## config.mk

```make
export PLATFORM = sky130hd
export DESIGN_NAME = i2c_reg_master
export DESIGN_NICKNAME = d
export VERILOG_FILES = /design/src/rtl/i2c_reg_master.sv
export SDC_FILE = /design/constraint.sdc
export NUM_CORES = 1
export LEC_CHECK = 0
export ABC_AREA = 1
export BUFFER_PORTS_ARGS = -buffer_cell sky130_fd_sc_hd__buf_4
export CORE_MARGIN = 4
export CORE_UTILIZATION = 45
export CTS_CLUSTER_DIAMETER = 100
export DETAILED_ROUTE_END_ITERATION = 8
export PLACE_DENSITY = 0.76
export SYNTH_ARGS = -nofsm -noshare
export SYNTH_HDL_FRONTEND = slang
export SYNTH_SLANG_ARGS = --single-unit
```

## constraint.sdc

```tcl
create_clock -name i_sys_clk -period 1.89 [get_ports i_sys_clk]
set_input_delay 0.2835 -clock i_sys_clk [delete_from_list [all_inputs] [get_ports i_sys_clk]]
set_output_delay 0.2835 -clock i_sys_clk [all_outputs]
set_load 0.005 [all_outputs]
```

## src/rtl/i2c_reg_master.sv

```systemverilog
// I2C register master: single-byte register write, or pointer write
// followed by repeated START and single-byte read, quarter-slot SCL timing.
module i2c_reg_master #(
  parameter int CLK_DIV = 250,
  parameter int ADDR_W  = 7
) (
  input  logic              i_sys_clk,
  input  logic              i_rst_n,
  input  logic              i_start,
  input  logic              i_rw,
  input  logic [ADDR_W-1:0] i_dev_addr,
  input  logic [7:0]        i_pointer,
  input  logic [7:0]        i_wdata,
  output logic [7:0]        o_rdata,
  output logic              o_busy,
  output logic              o_done,
  output logic              o_nack,
  output logic              o_scl_oe,
  output logic              o_sda_oe,
  input  logic              i_sda
);

  localparam logic [15:0] DIV_MAX = 16'(CLK_DIV - 1);

  typedef enum logic [3:0] {
    S_IDLE,
    S_START,
    S_ADDR,
    S_ACK_A,
    S_PTR,
    S_ACK_P,
    S_WDATA,
    S_ACK_W,
    S_RSTART,
    S_ADDR_R,
    S_ACK_R,
    S_RDATA,
    S_MNACK,
    S_STOP,
    S_DONE
  } state_t;

  state_t            r_state;
  logic [15:0]       r_div;
  logic [1:0]        r_q;
  logic [2:0]        r_bit;
  logic [7:0]        r_shift;
  logic [7:0]        r_rx;
  logic              r_rw;
  logic [ADDR_W-1:0] r_addr;
  logic [7:0]        r_ptr;
  logic [7:0]        r_wdata;
  logic              r_nack_seen;
  logic              r_sda_m;
  logic              r_sda_s;

  state_t            w_nstate;
  logic [15:0]       w_ndiv;
  logic [1:0]        w_nq;
  logic [2:0]        w_nbit;
  logic [7:0]        w_nshift;
  logic              w_scl_n;
  logic              w_sda_n;
  logic              w_in_slot;
  logic              w_div_end;
  logic              w_slot_end;
  logic              w_sample;
  logic              w_last_bit;
  logic              w_ack_st;
  logic [7:0]        w_abyte_w;
  logic [7:0]        w_abyte_r;

  assign w_abyte_w  = 8'({r_addr, 1'b0});
  assign w_abyte_r  = 8'({r_addr, 1'b1});
  assign w_in_slot  = (r_state != S_IDLE) && (r_state != S_DONE);
  assign w_div_end  = (r_div == DIV_MAX);
  assign w_slot_end = w_div_end && (r_q == 2'd3);
  assign w_sample   = w_div_end && (r_q == 2'd1);
  assign w_last_bit = (r_bit == 3'd7);
  assign w_ack_st   = (r_state == S_ACK_A) || (r_state == S_ACK_P) ||
                      (r_state == S_ACK_W) || (r_state == S_ACK_R);

  // Next slot position and state; outputs are registered from these
  always_comb begin
    w_nstate = r_state;
    w_nbit   = r_bit;
    w_nshift = r_shift;
    w_ndiv   = 16'd0;
    w_nq     = 2'd0;
    if (w_in_slot) begin
      w_ndiv = w_div_end ? 16'd0 : r_div + 16'd1;
      w_nq   = w_div_end ? r_q + 2'd1 : r_q;
    end
    if (r_state == S_IDLE) begin
      if (i_start) w_nstate = S_START;
    end else if (r_state == S_DONE) begin
      w_nstate = S_IDLE;
    end else if (w_slot_end) begin
      w_nbit = 3'd0;
      unique case (r_state)
        S_START: begin
          w_nstate = S_ADDR;
          w_nshift = w_abyte_w;
        end
        S_RSTART: begin
          w_nstate = S_ADDR_R;
          w_nshift = w_abyte_r;
        end
        S_ADDR, S_PTR, S_WDATA, S_ADDR_R, S_RDATA: begin
          w_nshift = {r_shift[6:0], 1'b0};
          w_nbit   = r_bit + 3'd1;
          if (w_last_bit) begin
            case (r_state)
              S_ADDR:   w_nstate = S_ACK_A;
              S_PTR:    w_nstate = S_ACK_P;
              S_WDATA:  w_nstate = S_ACK_W;
              S_ADDR_R: w_nstate = S_ACK_R;
              default:  w_nstate = S_MNACK;
            endcase
          end
        end
        S_ACK_A: begin
          w_nstate = r_nack_seen ? S_STOP : S_PTR;
          w_nshift = r_ptr;
        end
        S_ACK_P: begin
          if (r_nack_seen) begin
            w_nstate = S_STOP;
          end else if (r_rw) begin
            w_nstate = S_RSTART;
          end else begin
            w_nstate = S_WDATA;
            w_nshift = r_wdata;
          end
        end
        S_ACK_R: w_nstate = r_nack_seen ? S_STOP : S_RDATA;
        S_ACK_W, S_MNACK: w_nstate = S_STOP;
        S_STOP: w_nstate = S_DONE;
        default: w_nstate = S_IDLE;
      endcase
    end
  end

  // Bus drive for the quarter being entered
  always_comb begin
    w_scl_n = 1'b0;
    w_sda_n = 1'b0;
    case (w_nstate)
      S_START, S_RSTART: begin
        w_scl_n = (w_nq == 2'd3);
        w_sda_n = w_nq[1];
      end
      S_STOP: begin
        w_scl_n = (w_nq == 2'd0);
        w_sda_n = ~w_nq[1];
      end
      S_ADDR, S_PTR, S_WDATA, S_ADDR_R: begin
        w_scl_n = (w_nq == 2'd0) || (w_nq == 2'd3);
        w_sda_n = ~w_nshift[7];
      end
      S_ACK_A, S_ACK_P, S_ACK_W, S_ACK_R, S_RDATA, S_MNACK:
        w_scl_n = (w_nq == 2'd0) || (w_nq == 2'd3);
      default: ;
    endcase
  end

  always_ff @(posedge i_sys_clk or negedge i_rst_n) begin
    if (!i_rst_n) begin
      r_state     <= S_IDLE;
      r_div       <= 16'd0;
      r_q         <= 2'd0;
      r_bit       <= 3'd0;
      r_shift     <= 8'h00;
      r_rx        <= 8'h00;
      r_rw        <= 1'b0;
      r_addr      <= '0;
      r_ptr       <= 8'h00;
      r_wdata     <= 8'h00;
      r_nack_seen <= 1'b0;
      r_sda_m     <= 1'b1;
      r_sda_s     <= 1'b1;
      o_rdata     <= 8'h00;
      o_busy      <= 1'b0;
      o_done      <= 1'b0;
      o_nack      <= 1'b0;
      o_scl_oe    <= 1'b0;
      o_sda_oe    <= 1'b0;
    end else begin
      r_sda_m  <= i_sda;
      r_sda_s  <= r_sda_m;
      r_state  <= w_nstate;
      r_div    <= w_ndiv;
      r_q      <= w_nq;
      r_bit    <= w_nbit;
      r_shift  <= w_nshift;
      o_scl_oe <= w_scl_n;
      o_sda_oe <= w_sda_n;
      o_done   <= 1'b0;
      if ((r_state == S_IDLE) && i_start) begin
        r_rw        <= i_rw;
        r_addr      <= i_dev_addr;
        r_ptr       <= i_pointer;
        r_wdata     <= i_wdata;
        r_nack_seen <= 1'b0;
        o_nack      <= 1'b0;
        o_busy      <= 1'b1;
      end
      if (w_sample) begin
        if (w_ack_st && r_sda_s) r_nack_seen <= 1'b1;
        if (r_state == S_RDATA) r_rx <= {r_rx[6:0], r_sda_s};
      end
      if ((r_state == S_STOP) && w_slot_end) begin
        o_done <= 1'b1;
        o_nack <= r_nack_seen;
        if (r_rw && !r_nack_seen) o_rdata <= r_rx;
      end
      if (r_state == S_DONE) o_busy <= 1'b0;
    end
  end

endmodule

```

# [Word level (Yosys, flattened, before mapping)]
# Cells that the tools add are included.
[classes] add_sub_neg=3 multipliers=0 n_div=0 order_cmp=0 n_eq_ne=35 n_shift=0 mux=32 bitwise_logic=4 reduce_logical=27
[ops] cell="4-bit == test, second input constant" n=13
[ops] cell="8-bit 2-to-1 mux" n=5
[ops] cell="8-bit case mux with 5 select lines" n=1
[ops] cell="4-bit by 3-bit == test with 1-bit output, second input constant" n=8
[ops] cell="16-bit 2-to-1 mux" n=2
[ops] cell="4-bit 2-to-1 mux" n=8
[ops] cell="4-bit case mux with 8 select lines" n=1
[ops] cell="16-bit by 1-bit adder with 16-bit output, second input constant" n=1
[ops] cell="16-bit by 8-bit == test with 1-bit output, second input constant" n=1
[ops] cell="4-bit by 2-bit == test with 1-bit output, second input constant" n=4
[ops] cell="4-bit case mux with 4 select lines" n=1
[ops] cell="10-bit OR reduction" n=1
[ops] cell="4-bit by 1-bit == test with 1-bit output, second input constant" n=2
[ops] cell="1-bit 2-to-1 mux" n=8
[ops] cell="1-bit logical AND" n=7
[ops] cell="3-bit 2-to-1 mux" n=2
[ops] cell="1-bit case mux with 3 select lines" n=2
[ops] cell="6-bit AND reduction" n=1
[ops] cell="5-bit nonzero test" n=1
[ops] cell="5-bit OR reduction" n=1
[ops] cell="2-bit == test, second input constant" n=2
[ops] cell="4-bit logical NOT" n=1
[ops] cell="1-bit logical OR" n=4
[ops] cell="2-bit 2-to-1 mux" n=2
[ops] cell="15 further kinds" n=22
[totals] regBits=81 latchBits=0 mem_bits_rw=0 romBits=0 in_bits=28 out_inout_bits=13 elab_cells=121 memories=0

# [Depth between registers and ports, before layout]
[depth] word_depth=10 mapped_depth=16 depth_no_buf=16

# [Worst setup path before layout]
# Ideal clock, no wire load.
[synth_timing] kind="register -> register" start="reg r_div[1]" end="reg o_scl_oe" setup_ns=0.119 arrival_time_ns=1.789 t_required_ns=1.771 setup_slack_ns=-0.018 stages_incl_launch_ff=17 n_path_buf=0 period_less_slack_ns=1.908 cell_sequence="dfrtp_1 > inv_1 > ha_1 > inv_1 > nor2_1 > nand2_1 > nor2_1 > nand3_1 > inv_1 > nor2_1 > a211oi_2 > inv_1 > ha_1 > inv_1 > nor2_1 > a21oi_1 > nand2_1"
[synth_via] word_cells_on_any_way=26 classes_between="eq/ne: 15; mux: 6; reduce/logical: 5"
[synth_rtl] item="from (decl)" line_no="44" source="logic [15:0] r_div;"
[synth_rtl] item="from (signal assigned)" line_no="192" source="r_div <= w_ndiv;"
[synth_rtl] item="16-bit by 8-bit == test with 1-bit output (*)" line_no="76" source="assign w_div_end = (r_div == DIV_MAX);"
[synth_rtl] item="2-bit 2-to-1 mux (*)" line_no="92" source="w_nq = w_div_end ? r_q + 2'd1 : r_q;"
[synth_rtl] item="2-bit 2-to-1 mux (*)" line_no="90" source="if (w_in_slot) begin"
[synth_rtl] item="named net w_nq[1]" line_no="59" source="logic [1:0] w_nq;"
[synth_rtl] item="2-bit == test / 2-bit logical NOT (equally long branches)"
[synth_rtl] item="1-bit logical OR" line_no="158, 162"
[synth_rtl] item="1-bit case mux with 3 select lines (*)" line_no="148" source="case (w_nstate)"
[synth_rtl] item="named net w_scl_n" line_no="62" source="logic w_scl_n;"
[synth_rtl] item="to (signal assigned)" line_no="196" source="o_scl_oe <= w_scl_n;"
[synth_rtl] item="to (decl)" line_no="18" source="output logic o_scl_oe,"
# The timed path passes the listed nets; every way through them passes the cells marked *.
# A chain may end at the register's enable or synchronous reset.

# [Final worst setup path]
[layout_timing] start="reg r_state[2]" end="reg o_scl_oe"
[layout_via] elab_chain_len=10 word_cells_on_any_way=47 classes_between="eq/ne: 29; mux: 9; reduce/logical: 9"
[layout_lines] item="from (decl)" line_no="43" source="state_t r_state;"
[layout_lines] item="from (signal assigned)" line_no="191" source="r_state <= w_nstate;"
[layout_lines] item="4-bit == test (tied with other cells)" line_no="100, 113"
[layout_lines] item="4-bit case mux with 4 select lines" line_no="113" source="case (r_state)"
[layout_lines] item="4-bit 2-to-1 mux" line_no="112" source="if (w_last_bit) begin"
[layout_lines] item="4-bit case mux with 8 select lines" line_no="100" source="unique case (r_state)"
[layout_lines] item="4-bit 2-to-1 mux" line_no="98" source="end else if (w_slot_end) begin"
[layout_lines] item="4-bit 2-to-1 mux" line_no="96" source="end else if (r_state == S_DONE) begin"
[layout_lines] item="4-bit 2-to-1 mux" line_no="94" source="if (r_state == S_IDLE) begin"
[layout_lines] item="4-bit by 2-bit == test with 1-bit output (tied with other cells)" line_no="148"
[layout_lines] item="10-bit OR reduction (no source line) / 2-bit OR reduction (equally long branches)"
[layout_lines] item="1-bit case mux with 3 select lines (*)" line_no="148"
[layout_lines] item="named net w_scl_n" line_no="62"
# Marks and branches as above.

==> flow_summary.ini <==
[pwr]
pwr-share-clk_pct = 45.8
pwr-share-seq_pct = 51.8
intPower_mw = 2.660
pwr_density_cell_mw_per_mm2 = 586.6
swShare_pct = 20.65
power_leakage_nw = 2.751
peakVddDrop_mv = 0.4702
combPwrFrac_pct = 2.4
p_switching_mw = 0.6922

[placement]
dp_cells = 659
gp_congestion = 0.9756
portBuffers = 40
dp_hpwl_um = 6893
placed_area_mm2 = 0.004922

[cells_and_area]
drive_gt1_share_pct = 46.42
fillers = 634
regArea_mm2 = 0.002033
fin_nets = 617
instances_no_fill = 694
area_delta_synth_final_pct = 36.52
final_area_mm2 = 0.005715
multi_input_area_mm2 = 0.002231
antenna_cells = 0
fin_util_pct = 64.28

[logic_synthesis]
syn_nets = 514
synth_cells = 478
synthTopCellsByArea = dfrtp_1, nand2_1, nor2_1
synth_top_area_share_pct = 47.22
synth_most_common_cell = dfrtp_1
ys_seq_area_share_pct = 48.48
postSynthAreaPerCell_um2 = 8.758
synth_warnings = 0
syn_area_mm2 = 0.004187
synthTopCellsByCount = dfrtp_1, nand2_1, nor2_1, inv_1, a21oi_1
synth_ff_type = dfrtp_1
ys_types = 45
yosysTopAreaCell = dfrtp_1
synth-edff-count = 0
synth-seq-cells = 81
async_flop_share_pct = 100.0

[worst_setup_path]
cpMaxStageDelayCell = dfrtp_2
worstPathRequired_ns = 2.14
critical_path.max_fanout = 5
cp_slowest_stage_delay_ns = 0.48
path_class = reg2reg
crit_buf_inv = 1
startpoint_type = flop
arrival_ns = 2.29
crit_path_cell_trace = nor2_4 > nand2_4 > buf_4 > o21ai_0 > nor2_1 > nand3_1 > nand3_1 > nand3_2 > nor2_4 > nor2_2 > nand3_1 > nand2_2 > nand2_1
cp_common_cell = nand3_1
end_kind = flop
path_delay_family = simple AND/OR/NAND/NOR gates

[drt]
drtIter0Drc = 212
antenna_left = 0
drcViolationCount = 0
vias = 3693
first_pass_iters = 5
via_per_inst = 5.321
wl_per_cell_um = 14.83
routed_wl_um = 10290

[floorplanning]
ioPinCount = 41
die_x_um = 104.5
dieHeight_um = 104.5
rows = 34
die_area_mm2 = 0.01091
core_mm2 = 0.008891
start_util_pct = 47.09

[global_route]
grt_pass1_vias = 3563
gr-total-overflow = 0
gr-usage-all-layers_pct = 18.23
grt_antenna_before_repair = 0
grt_max_degree = 48
grt_pass1_wl_um = 16370

[cts]
cts.path.max_buffers = 2
cts_buffers = 9
cts_htree_levels = 3
clkSinkCount = 81
cts_tree = yes
clk_pin_slew_ns = 0.08
clock_latency_ns = 0.35
root_buffer = clkbuf_8

[outcome]
status = complete, but fails checks
violations = negative setup slack

[worst_hold_path]
min_path_type = in2reg

[timing]
period_needed_ns = 2.039
hold_viol = 0
fmaxAchievable_ghz = 0.4904
worst_slack_ns = -0.1490
maxSlewHeadroom_pct = 69.18
rsz0062_at_grt = yes
skew_ns = 0.006487
finalSetupViolations = 9
slew_viol_final = 0
fin_crit_sh_pct = 107.9
worst_pin_slew_ns = 0.4623

[run]
cap_violations = 0
==> layout by cell type, fill, tap and decap left out, drive strengths merged <==
cell type / netlist / layout
o21bai: 1 / 1
a32o: 1 / 1
nand3: 26 / 26
a211oi: 2 / 2
o21ai: 34 / 34
o211a: 1 / 1
dlygate4sd3: 0 / 1
o21a: 1 / 1
mux2i: 1 / 1
a21oi: 27 / 27
nor2: 83 / 83
nor4: 1 / 1
clkinvlp: 0 / 1
buf: 6 / 99
clkbuf: 2 / 10
dfrtp: 79 / 79
bufinv: 0 / 3
clkinv: 2 / 2
o211ai: 1 / 1
nor3: 8 / 8
a221oi: 7 / 7
inv: 63 / 65
a31oi: 1 / 1
ha: 8 / 8
o22ai: 4 / 4
dfstp: 2 / 2
nand2: 91 / 91
xor2: 1 / 1
or2: 1 / 1
a22oi: 1 / 1
mux2: 15 / 15
xnor2: 2 / 2
a311oi: 1 / 1
nand4: 5 / 5
==> logic make-up after synthesis <==
logic type	count (synthesis)	synth area share (%)
muxes	16	4.274
AOI/OAI and AO/OA	82	11.92
xor gates and xnor gates	3	0.6277
and+or+nand+nor	215	25.40
adders and majority gates	8	2.391
DFF	81	48.48
buffers and inverters	73	6.904
==> power groups by stage <==
| stage | registers (mW) | logic, mW | clock network (mW) |
|---|---|---|---|
| after global routing | 1.74 | 0.0921 | 1.63 |
| after CTS | 1.74 | 0.0853 | 1.56 |
| final | 1.74 | 0.0813 | 1.54 |
| after floorplan | 1.77 | 0.000448 | 0 |
| after global placement | 1.77 | 0.0818 | 0 |
| after detailed placement | 1.77 | 0.0832 | 0 |
==> sequential cells by signal (all words and copies together), names as in the netlist <==
name / flops
r_state: 4
r_div: 16
r_q: 2
o_done: 1
r_bit: 3
r_rx: 8
o_busy: 1
r_rw: 1
r_nack_seen: 1
o_rdata: 8
o_scl_oe: 1
o_sda_oe: 1
r_sda_m: 1
r_ptr: 8
r_wdata: 8
r_sda_s: 1
r_shift: 8
r_addr: 7
o_nack: 1
==> stage by stage <==
| step | total power [mW] | setup TNS (ns) | hold slack, ns | setup slack [ns] |
|---|---|---|---|---|
| 2_1_floorplan | 1.771 | -0.01751 | -0.01209 | -0.01751 |
| 3_3_place_gp | 1.852 | -0.06865 | 0.2719 | -0.01420 |
| 3_5_place_dp | 1.854 | -0.1744 | 0.2746 | -0.05051 |
| 4_1_cts | 3.380 | -0.02924 | 0.01828 | -0.02924 |
| 5_1_grt | 3.458 | -2.355 | 0.01428 | -0.3318 |
| 6_report | 3.353 | -0.6994 | 0.03305 | -0.1490 |
==> worst register-to-register path, cell delays in order, from the launching register on <==
cell     delay, ns
dfrtp_2       0.48
nor2_4        0.18
nand2_4       0.07
buf_4         0.13
o21ai_0       0.19
nor2_1        0.11
nand3_1       0.10
nand3_1       0.12
nand3_2       0.15
nor2_4        0.05
nor2_2        0.12
nand3_1       0.10
nand2_2       0.08
nand2_1       0.05
==> area by class of cell <==
| cell class | instances | area share [%] |
|---|---|---|
| inverter | 65 | 4.400 |
| tap | 108 | 2.364 |
| clock buffer | 10 | 2.233 |
| clock inverter | 6 | 2.014 |
| timing repair buffer | 100 | 14.38 |
| multi-input combinational | 324 | 39.03 |
| sequential | 81 | 35.57 |
==> layer usage <==
| metal | share of wire [%] | global-route usage, % | vias to the layer above | wire [µm] |
|---|---|---|---|---|
| met1 | 43 | 25.07 | 1771 | 4434 |
| met3 | 4.7 | 2.669 | 34 | 486 |
| li1 | - | - | 1778 | - |
| met4 | 3.3 | 9.022 | 0 | 338 |
| met2 | 49 | 28.14 | 110 | 5031 |
| met5 | 0 | 0 | - | 0 |
==> worst paths after layout <==
kind                                 startpoint                  end  slack (ns)  cells after the start
max                        r_state[2]$_DFF_PN0_   o_scl_oe$_DFF_PN0_       -0.15                     13
max in group asynchronous               i_rst_n    r_sda_m$_DFF_PN1_        0.82                      3
min in group asynchronous               i_rst_n  r_rx[5]$_DFFE_PN0P_        0.41                      2
min                                       i_sda    r_sda_m$_DFF_PN1_        0.03                      1
min reg2reg                   r_sda_m$_DFF_PN1_    r_sda_s$_DFF_PN1_        0.36                      0
max reg2reg                r_state[2]$_DFF_PN0_   o_scl_oe$_DFF_PN0_       -0.15                     13
==> timing repair <==
action / CTS / global route
hold buffers: 1 / 0
pin swaps: 13 / 35
setup endpoints to repair: 12 / 25
gates resized for setup: 28 / 92
hold endpoints to repair: 34 / 0
setup buffers: 8 / 10
gates cloned: 0 / 1
Power figures use the tool's default switching activity.
